<file path="src/rtl/spi_target_sync.sv">
// SPI target that oversamples sclk/mosi/ss_n in the clk domain and exchanges
// DATA_W-bit LSB-first frames through a one-word tx buffer and an rx holding register.

module spi_target_sync_cdc #(
  parameter int             W      = 3,
  parameter int             STAGES = 2,
  parameter logic [W-1:0]   RST    = '0
) (
  input  logic         clk,
  input  logic         rst_n,
  input  logic [W-1:0] i_d,
  output logic [W-1:0] o_q
);
  logic [STAGES-1:0][W-1:0] r_pipe;

  always_ff @(posedge clk or negedge rst_n) begin
    if (!rst_n) r_pipe <= {STAGES{RST}};
    else        r_pipe <= {r_pipe[STAGES-2:0], i_d};
  end

  assign o_q = r_pipe[STAGES-1];
endmodule

module spi_target_sync #(
  parameter int                DATA_W      = 8,
  parameter logic [DATA_W-1:0] TX_FILL     = '0,
  parameter int                SYNC_STAGES = 2
) (
  input  logic              clk,
  input  logic              rst_n,
  input  logic              sclk,
  input  logic              mosi,
  input  logic              ss_n,
  output logic              miso,
  output logic              miso_oe,
  input  logic [DATA_W-1:0] tx_data,
  input  logic              tx_valid,
  output logic              tx_ready,
  output logic [DATA_W-1:0] rx_data,
  output logic              rx_valid,
  input  logic              rx_ready,
  output logic              busy,
  output logic              rx_overrun,
  output logic              tx_underrun,
  output logic              frame_abort
);
  localparam int CW = $clog2(DATA_W + 1);

  typedef enum logic {IDLE, SHIFT} state_t;

  logic [2:0]        w_q;
  logic              w_sclk, w_mosi, w_ss_n;
  logic              r_sclk_d, r_ss_d;
  logic              r_rise, r_fall, r_ss_fall, r_ss_rise, r_mosi;
  state_t            r_state, w_state_nx;
  logic [CW-1:0]     r_cnt;
  logic [DATA_W-1:0] r_tx_sr, r_rx_sr, r_txbuf, r_rx_data;
  logic              r_full, r_rx_valid, r_miso, r_oe;
  logic              r_ovr, r_und, r_abt;
  logic              w_start, w_reload, w_load, w_shift, w_sample, w_done, w_abort, w_tx_wr;
  logic [DATA_W-1:0] w_load_word, w_rx_nx;

  spi_target_sync_cdc #(.W(3), .STAGES(SYNC_STAGES), .RST(3'b100)) u_cdc (
    .clk  (clk),
    .rst_n(rst_n),
    .i_d  ({ss_n, mosi, sclk}),
    .o_q  (w_q)
  );

  assign w_sclk = w_q[0];
  assign w_mosi = w_q[1];
  assign w_ss_n = w_q[2];

  // Edge strobes are registered together with mosi so the sample lines up with the fall.
  always_ff @(posedge clk or negedge rst_n) begin
    if (!rst_n) begin
      r_sclk_d  <= 1'b0;
      r_ss_d    <= 1'b1;
      r_rise    <= 1'b0;
      r_fall    <= 1'b0;
      r_ss_fall <= 1'b0;
      r_ss_rise <= 1'b0;
      r_mosi    <= 1'b0;
    end else begin
      r_sclk_d  <= w_sclk;
      r_ss_d    <= w_ss_n;
      r_rise    <= w_sclk & ~r_sclk_d;
      r_fall    <= ~w_sclk & r_sclk_d;
      r_ss_fall <= ~w_ss_n & r_ss_d;
      r_ss_rise <= w_ss_n & ~r_ss_d;
      r_mosi    <= w_mosi;
    end
  end

  always_ff @(posedge clk or negedge rst_n) begin
    if (!rst_n) r_state <= IDLE;
    else        r_state <= w_state_nx;
  end

  always_comb begin
    w_state_nx = r_state;
    w_start    = 1'b0;
    w_reload   = 1'b0;
    w_shift    = 1'b0;
    w_sample   = 1'b0;
    w_done     = 1'b0;
    w_abort    = 1'b0;
    case (r_state)
      IDLE: begin
        if (r_ss_fall) begin
          w_state_nx = SHIFT;
          w_start    = 1'b1;
        end
      end
      SHIFT: begin
        w_sample = r_fall;
        w_done   = r_fall && (r_cnt == CW'(DATA_W - 1));
        w_shift  = r_rise && (r_cnt != '0);
        if (r_ss_rise) begin
          // A frame finishing on the deselect cycle completes cleanly; no reload.
          w_state_nx = IDLE;
          w_shift    = 1'b0;
          w_abort    = !w_done && ((r_cnt != '0) || r_fall);
        end else begin
          w_reload = w_done;
        end
      end
      default: w_state_nx = IDLE;
    endcase
  end

  assign w_load      = w_start | w_reload;
  assign w_tx_wr     = tx_valid & ~r_full;
  assign w_load_word = r_full ? r_txbuf : (tx_valid ? tx_data : TX_FILL);
  assign w_rx_nx     = {r_mosi, r_rx_sr[DATA_W-1:1]};

  // A write racing a load bypasses the buffer straight into the shift register.
  always_ff @(posedge clk or negedge rst_n) begin
    if (!rst_n) begin
      r_full  <= 1'b0;
      r_txbuf <= '0;
    end else if (w_load && r_full) begin
      r_full <= 1'b0;
    end else if (w_tx_wr && !w_load) begin
      r_full  <= 1'b1;
      r_txbuf <= tx_data;
    end
  end

  always_ff @(posedge clk or negedge rst_n) begin
    if (!rst_n) begin
      r_tx_sr    <= '0;
      r_rx_sr    <= '0;
      r_rx_data  <= '0;
      r_rx_valid <= 1'b0;
      r_cnt      <= '0;
      r_miso     <= 1'b0;
      r_oe       <= 1'b0;
      r_ovr      <= 1'b0;
      r_und      <= 1'b0;
      r_abt      <= 1'b0;
    end else begin
      r_ovr <= 1'b0;
      r_und <= 1'b0;
      r_abt <= w_abort;

      if (w_load) begin
        r_tx_sr <= w_load_word;
        r_miso  <= w_load_word[0];
        r_oe    <= 1'b1;
        r_cnt   <= '0;
        r_und   <= !r_full && !tx_valid;
      end else if (w_shift) begin
        r_tx_sr <= r_tx_sr >> 1;
        r_miso  <= r_tx_sr[1];
      end

      if (w_sample && !w_done) begin
        r_rx_sr <= w_rx_nx;
        r_cnt   <= r_cnt + CW'(1);
      end
      if (w_done) r_cnt <= '0;

      if (w_done && (!r_rx_valid || rx_ready)) begin
        r_rx_data  <= w_rx_nx;
        r_rx_valid <= 1'b1;
      end else begin
        if (w_done)   r_ovr      <= 1'b1;
        if (rx_ready) r_rx_valid <= 1'b0;
      end

      if (r_state == SHIFT && w_state_nx == IDLE) begin
        r_oe   <= 1'b0;
        r_miso <= 1'b0;
        r_cnt  <= '0;
      end
    end
  end

  assign miso        = r_miso;
  assign miso_oe     = r_oe;
  assign tx_ready    = ~r_full;
  assign rx_data     = r_rx_data;
  assign rx_valid    = r_rx_valid;
  assign busy        = (r_state == SHIFT) && (r_cnt != '0);
  assign rx_overrun  = r_ovr;
  assign tx_underrun = r_und;
  assign frame_abort = r_abt;
endmodule

</file>
<file path="config.mk">
export PLATFORM = sky130hd
export DESIGN_NAME = spi_target_sync
export DESIGN_NICKNAME = d
export VERILOG_FILES = /design/src/rtl/spi_target_sync.sv
export SDC_FILE = /design/constraint.sdc
export NUM_CORES = 1
export LEC_CHECK = 0
export ABC_AREA = 0
export CAP_MARGIN = 20
export CORE_ASPECT_RATIO = 0.7
export CORE_MARGIN = 1
export CORE_UTILIZATION = 48
export DETAILED_ROUTE_END_ITERATION = 10
export MAX_ROUTING_LAYER = met4
export PLACE_DENSITY_LB_ADDON = 0.2
export SYNTH_ARGS = -nofsm -noshare
export SYNTH_HDL_FRONTEND = slang
export SYNTH_SLANG_ARGS = --single-unit
</file>
<file path="constraint.sdc">
create_clock -name clk -period 1.8 [get_ports clk]
set_clock_uncertainty 0.15 [all_clocks]
set_input_delay 0.27 -clock clk [delete_from_list [all_inputs] [get_ports clk]]
set_output_delay 0.27 -clock clk [all_outputs]
set_load 0.01 [all_outputs]
</file>
After elaboration in Yosys (flattened, before gate mapping)
Index checks and enable logic that the tools add are counted.
{"block": "word_totals", "word_cells": 96, "ff_bits": 57, "inputBits": 15, "out_inout_bits": 16}
{"block": "op_classes", "n_reduce_logical": 26, "bitwise_logic": 14, "muxes": 32, "n_addsub": 1, "eq_ne": 1}
{"op": "8-bit 2-to-1 mux", "count": 4}
{"op": "1-bit 2-to-1 mux", "count": 23}
{"op": "4-bit 2-to-1 mux", "count": 4}
{"op": "1-bit logical AND", "count": 10}
{"op": "1-bit inverter", "count": 8}
{"op": "2-bit nonzero test", "count": 4}
{"op": "4-bit nonzero test", "count": 2}
{"op": "1-bit logical NOT", "count": 6}
{"op": "1-bit bitwise AND", "count": 5}
{"op": "4-bit by 1-bit adder with 4-bit output, second input constant", "count": 1}
{"op": "4-bit by 3-bit == test with 1-bit output, second input constant", "count": 1}
{"op": "3-bit nonzero test", "count": 1}
{"op": "1-bit logical OR", "count": 2}
{"op": "1-bit case mux with 2 select lines", "count": 1}
{"op": "2-bit AND reduction", "count": 1}
{"op": "1-bit OR", "count": 1}

Logic depth before layout (Yosys ltp)
{"block": "depth", "depth_word": 9, "mapped_depth": 7, "depth_no_buf": 6}

Hierarchy
Synthesis repeated with hierarchy kept, for this count alone.
{"block": "hier_totals", "cells_unflattened": 180, "hier_area_um2": 2207.1}
{"module": "spi_target_sync", "instances": 1, "cells_per_inst": 171, "seq_area_each_um2": 1227.4, "area_each_um2": 2031.9}
{"module": "spi_target_sync_cdc", "instances": 1, "cells_per_inst": 9, "seq_area_each_um2": 152.6, "area_each_um2": 175.2}

Least setup slack after synthesis
OpenSTA, ideal clock, no wires.
{"block": "synth_timing", "kind": "reg-to-reg", "from": "register r_cnt[0]", "to": "register r_miso (netlist: miso)", "path_stages_with_launch": 8, "required_time_ns": 1.530, "path_slack_ns": -0.097, "setup_time_ns": 0.120, "t_arrival_ns": 1.627, "synth_period_minus_slack_ns": 1.897, "path_buffers": 1, "path_cell_list": "dfrtp_1 inv_1 ha_1 nor3b_2 nor3b_1 buf_6 mux2_4 o211a_1"}
{"block": "synth_via", "elab_chain_cells": 7, "word_cells_on_any_way": 12, "cone_classes": "eq/ne: 1; mux: 6; bitwise: 1; reduce/logical: 4"}
{"element": "from (decl)", "line": "56", "rtl": "logic [CW-1:0] r_cnt;"}
{"element": "from (signal assigned)", "line": "180", "rtl": "r_cnt <= r_cnt + CW'(1);"}
{"element": "4-bit by 3-bit == test with 1-bit output", "line": "117", "rtl": "w_done = r_fall && (r_cnt == CW'(DATA_W - 1));"}
{"element": "1-bit logical AND", "line": "117"}
{"element": "1-bit 2-to-1 mux", "line": "119", "rtl": "if (r_ss_rise) begin"}
{"element": "1-bit 2-to-1 mux", "line": "108", "rtl": "case (r_state)"}
{"element": "1-bit OR", "line": "132", "rtl": "assign w_load = w_start | w_reload;"}
{"element": "1-bit 2-to-1 mux", "line": "167", "rtl": "if (w_load) begin"}
{"element": "1-bit 2-to-1 mux", "line": "192", "rtl": "if (r_state == SHIFT && w_state_nx == IDLE) begin"}
{"element": "to (signal assigned)", "line": "169", "rtl": "r_miso <= w_load_word[0];"}
{"element": "to (signal assigned)", "line": "175", "rtl": "r_miso <= r_tx_sr[1];"}
{"element": "to (decl)", "line": "58", "rtl": "logic r_full, r_rx_valid, r_miso, r_oe;"}
Several ways; a longest one is shown, not always the timed one.
A chain may end at the register's enable or synchronous reset.

Worst setup path after layout
{"block": "layout_timing", "from": "register r_cnt[0]", "to": "register r_txbuf[2]"}
{"block": "layout_via", "elab_chain_cells": 8, "word_cells_on_any_way": 10, "cone_classes": "eq/ne: 1; mux: 2; bitwise: 2; reduce/logical: 5"}
{"element": "4-bit by 3-bit == test with 1-bit output (*)", "line": "117"}
{"element": "1-bit logical AND (*)", "line": "117"}
{"element": "1-bit 2-to-1 mux (*)", "line": "119"}
{"element": "1-bit 2-to-1 mux (*)", "line": "108"}
{"element": "1-bit OR (*)", "line": "132"}
{"element": "1-bit logical NOT / 1-bit logical AND (equally long branches)", "line": "144, 142"}
{"element": "1-bit logical AND / 1-bit inverter (equally long branches)"}
{"element": "2-bit AND reduction (no source line) (*)"}
{"element": "to (signal assigned)", "line": "146", "rtl": "r_txbuf <= tx_data;"}
{"element": "to (decl)", "line": "57", "rtl": "logic [DATA_W-1:0] r_tx_sr, r_rx_sr, r_txbuf, r_rx_data;"}
Mark *: on every way between the ends. The rest lies on a longest branch, timed or not.

==> results.json <==
{
  "ys_seq_elements": 55,
  "clk_path_buf_depth": 2,
  "peakVddDrop_mv": 0.602,
  "required_ns": 1.85,
  "diodes": 0,
  "finalInstanceArea_sq_um": 2890,
  "place_area_sq_um": 2700,
  "grt_max_degree": 40,
  "hp-class": "in -> reg",
  "fmax_mhz": 530,
  "netlist-cell-type-count": 35,
  "root_buffer": "clkbuf_8",
  "critPathKind": "reg -> reg",
  "slew_viol_final": 0,
  "setup_viol": 12,
  "clkTransAtPathRegs_ns": 0.10,
  "layout_commonest_cell": "dfrtp_1",
  "fin_crit_sh_pct": 105,
  "worstSetupStartpointType": "register",
  "drive_gt1_share_pct": 30.7,
  "die_y_um": 59.6,
  "start_util_pct": 51.3,
  "vias": 1452,
  "routed_wl_um": 4050,
  "drt-vias-per-instance": 5.38,
  "clk_latency_ns": 0.31,
  "setup_ws_ns": -0.0863,
  "cp.arrival_ns": 1.93,
  "grt_pass1_vias": 1395,
  "place_hpwl_um": 2820,
  "max-cap-violations": 0,
  "path_max_fanout": 8,
  "route.detailed.drc": 4,
  "syn_area_sq_um": 2270,
  "die_area_sq_um": 5020,
  "synth-edff-count": 0,
  "cts_buffers": 5,
  "grt_pass1_wl_um": 6780,
  "min_period_ns": 1.89,
  "ys.flop_type": "dfrtp_1",
  "cts.htree.levels": 2,
  "drt_iter0_markers": 93,
  "dp_slack_ns": -0.131,
  "violations": "design-rule violations, negative setup slack",
  "gr-usage-all-layers_pct": 18.6,
  "slew-limit-headroom_pct": 72.6,
  "portBuffers": 30,
  "gp_congestion": 0.874,
  "ys_warn_count": 0,
  "drtPass1Iterations": 7,
  "ys_seq_area_share_pct": 60.7,
  "wl_per_cell_um": 15.0,
  "grt-ovfl-total": 0,
  "rsz0062_at_grt": "true",
  "p_leak_nw": 1.31,
  "ant_nets": 0,
  "synthCells": 169,
  "coreArea_sq_um": 4430,
  "die_w_um": 84.2,
  "powerDensity_nw_per_um2": 1140,
  "final_cell_mix": "51 x dfrtp_1, 27 x clkdlybuf4s50_1, 19 x mux2_2, 15 x nand2_1, 13 x buf_4",
  "antenna_found_initial": 0,
  "cts_tree": "yes",
  "final-hold-violation-count": 0,
  "area_growth_pct": 27.0,
  "worst_slew_pin_slew_ns": 0.411,
  "rows": 20,
  "synthArstFlopShare_pct": 100,
  "status": "finished with violations",
  "synth.net_count": 186,
  "finalNetCount": 231,
  "fillCellCount": 349,
  "io_pins": 31,
  "cts_sinks": 55,
  "syn_avg_cell_area_sq_um": 13.4,
  "endpoint_kind": "register"
}
==> critical path, cell delays in order (launching register included) <==
cell	delay, ns
dfrtp_1	0.40
buf_4	0.16
ha_4	0.17
nand4b_1	0.13
a22oi_2	0.08
nor2b_1	0.17
buf_6	0.18
mux2_2	0.34
==> path summary, 6_finish.rpt <==
check	start	endpoint	slack, ns	cells past startpoint
max in group asynchronous	rst_n	u_cdc.o_q[2]$_DFF_PN1_	0.65	3
min in group asynchronous	rst_n	rx_data[6]$_DFFE_PN0P_	0.26	2
hold reg to reg	u_cdc.r_pipe[2]$_DFF_PN1_	u_cdc.o_q[2]$_DFF_PN1_	0.21	0
hold / removal	ss_n	u_cdc.r_pipe[2]$_DFF_PN1_	0.21	1
setup / recovery	r_cnt[0]$_DFFE_PN0P_	r_txbuf[2]$_DFFE_PN0P_	-0.09	7
setup reg to reg	r_cnt[0]$_DFFE_PN0P_	r_txbuf[2]$_DFFE_PN0P_	-0.09	7
==> metrics by stage <==
stage	TNS (ns)	hold slack (ns)	total power [W]	std cells	util (%)
2_1_floorplan	0	-0.176	0.00222	169	-
3_3_place_gp	-0.876	0.0629	0.00246	258	61.0
3_5_place_dp	-1.07	0.0754	0.00252	258	61.0
4_1_cts	-0.463	0.210	0.00326	268	64.2
5_1_grt	-2.02	0.205	0.00349	270	65.2
6_report	-0.655	0.214	0.00328	270	65.2
==> synthesized netlist by cell type (3+ instances only) <==
library cell,number,area share (%)
dfrtp_1,52,57
a22o_1,8,3.1
nor2b_1,8,2.2
mux2i_1,6,2.6
mux2_2,24,12
nor2_1,5,0.83
inv_1,3,0.50
nand2b_1,3,0.83
buf_6,4,2.0
dfstp_2,3,3.5
o21ai_0,9,2.0
nand2_1,15,2.5
==> timing repair <==
item | 4_1_cts | 5_1_grt
pin swaps | 1 | 0
endpoints found under the setup margin | 22 | 26
gates resized for setup | 16 | 9
hold buffers | 1 | 0
setup buffers | 1 | 2
hold endpoints to repair | 16 | 0
==> power by group <==
group / internal (W) / switching (W) / total, W
Sequential: 0.00153 / 0.000191 / 0.00173
Combinational: 0.000531 / 0.000340 / 0.000872
Clock: 0.000279 / 0.000405 / 0.000684
Total: 0.00234 / 0.000937 / 0.00328
==> flip-flops by register name (all words and copies together) (netlist names), 3 cells and up <==
| name | count |
|---|---|
| rx_data | 8 |
| u_cdc.r_pipe | 3 |
| u_cdc.o_q | 3 |
| r_rx_sr | 7 |
| r_cnt | 4 |
| r_txbuf | 8 |
| r_tx_sr | 7 |
==> cell families (layout without fill, tap and decap cells) <==
kind of cell	Yosys count	count (layout)	synth area share [%]
AOI/OAI and AO/OA	24	24	7.82
xor gates and xnor gates	1	1	0.386
adders and majority gates	2	2	1.10
buffers and inverters	13	59	3.96
DFF	55	55	60.7
muxes	31	31	15.2
and+or+nand+nor	43	43	10.8
==> routing by layer <==
| layer | vias up | track usage [%] | part of all wire, % |
|---|---|---|---|
| li1 | 671 | - | - |
| met1 | 742 | 24.8 | 48 |
| met2 | 32 | 27.3 | 47 |
| met3 | 7 | 5.15 | 3.9 |
| met4 | 0 | 7.14 | 1.3 |
| met5 | - | - | 0 |
==> cell type report <==
cell class                      instances  area (sq um)  area share, %
Timing Repair Buffer                   48           463           16.0
Sequential cell                        55          1380           47.9
Clock inverter                          3          22.5          0.780
Clock buffer                            5          68.8           2.38
Inverter                                3          11.3          0.390
Tap cell                               55          68.8           2.38
Multi-Input combinational cell        101           871           30.2
(Power assumes the default switching activity.)
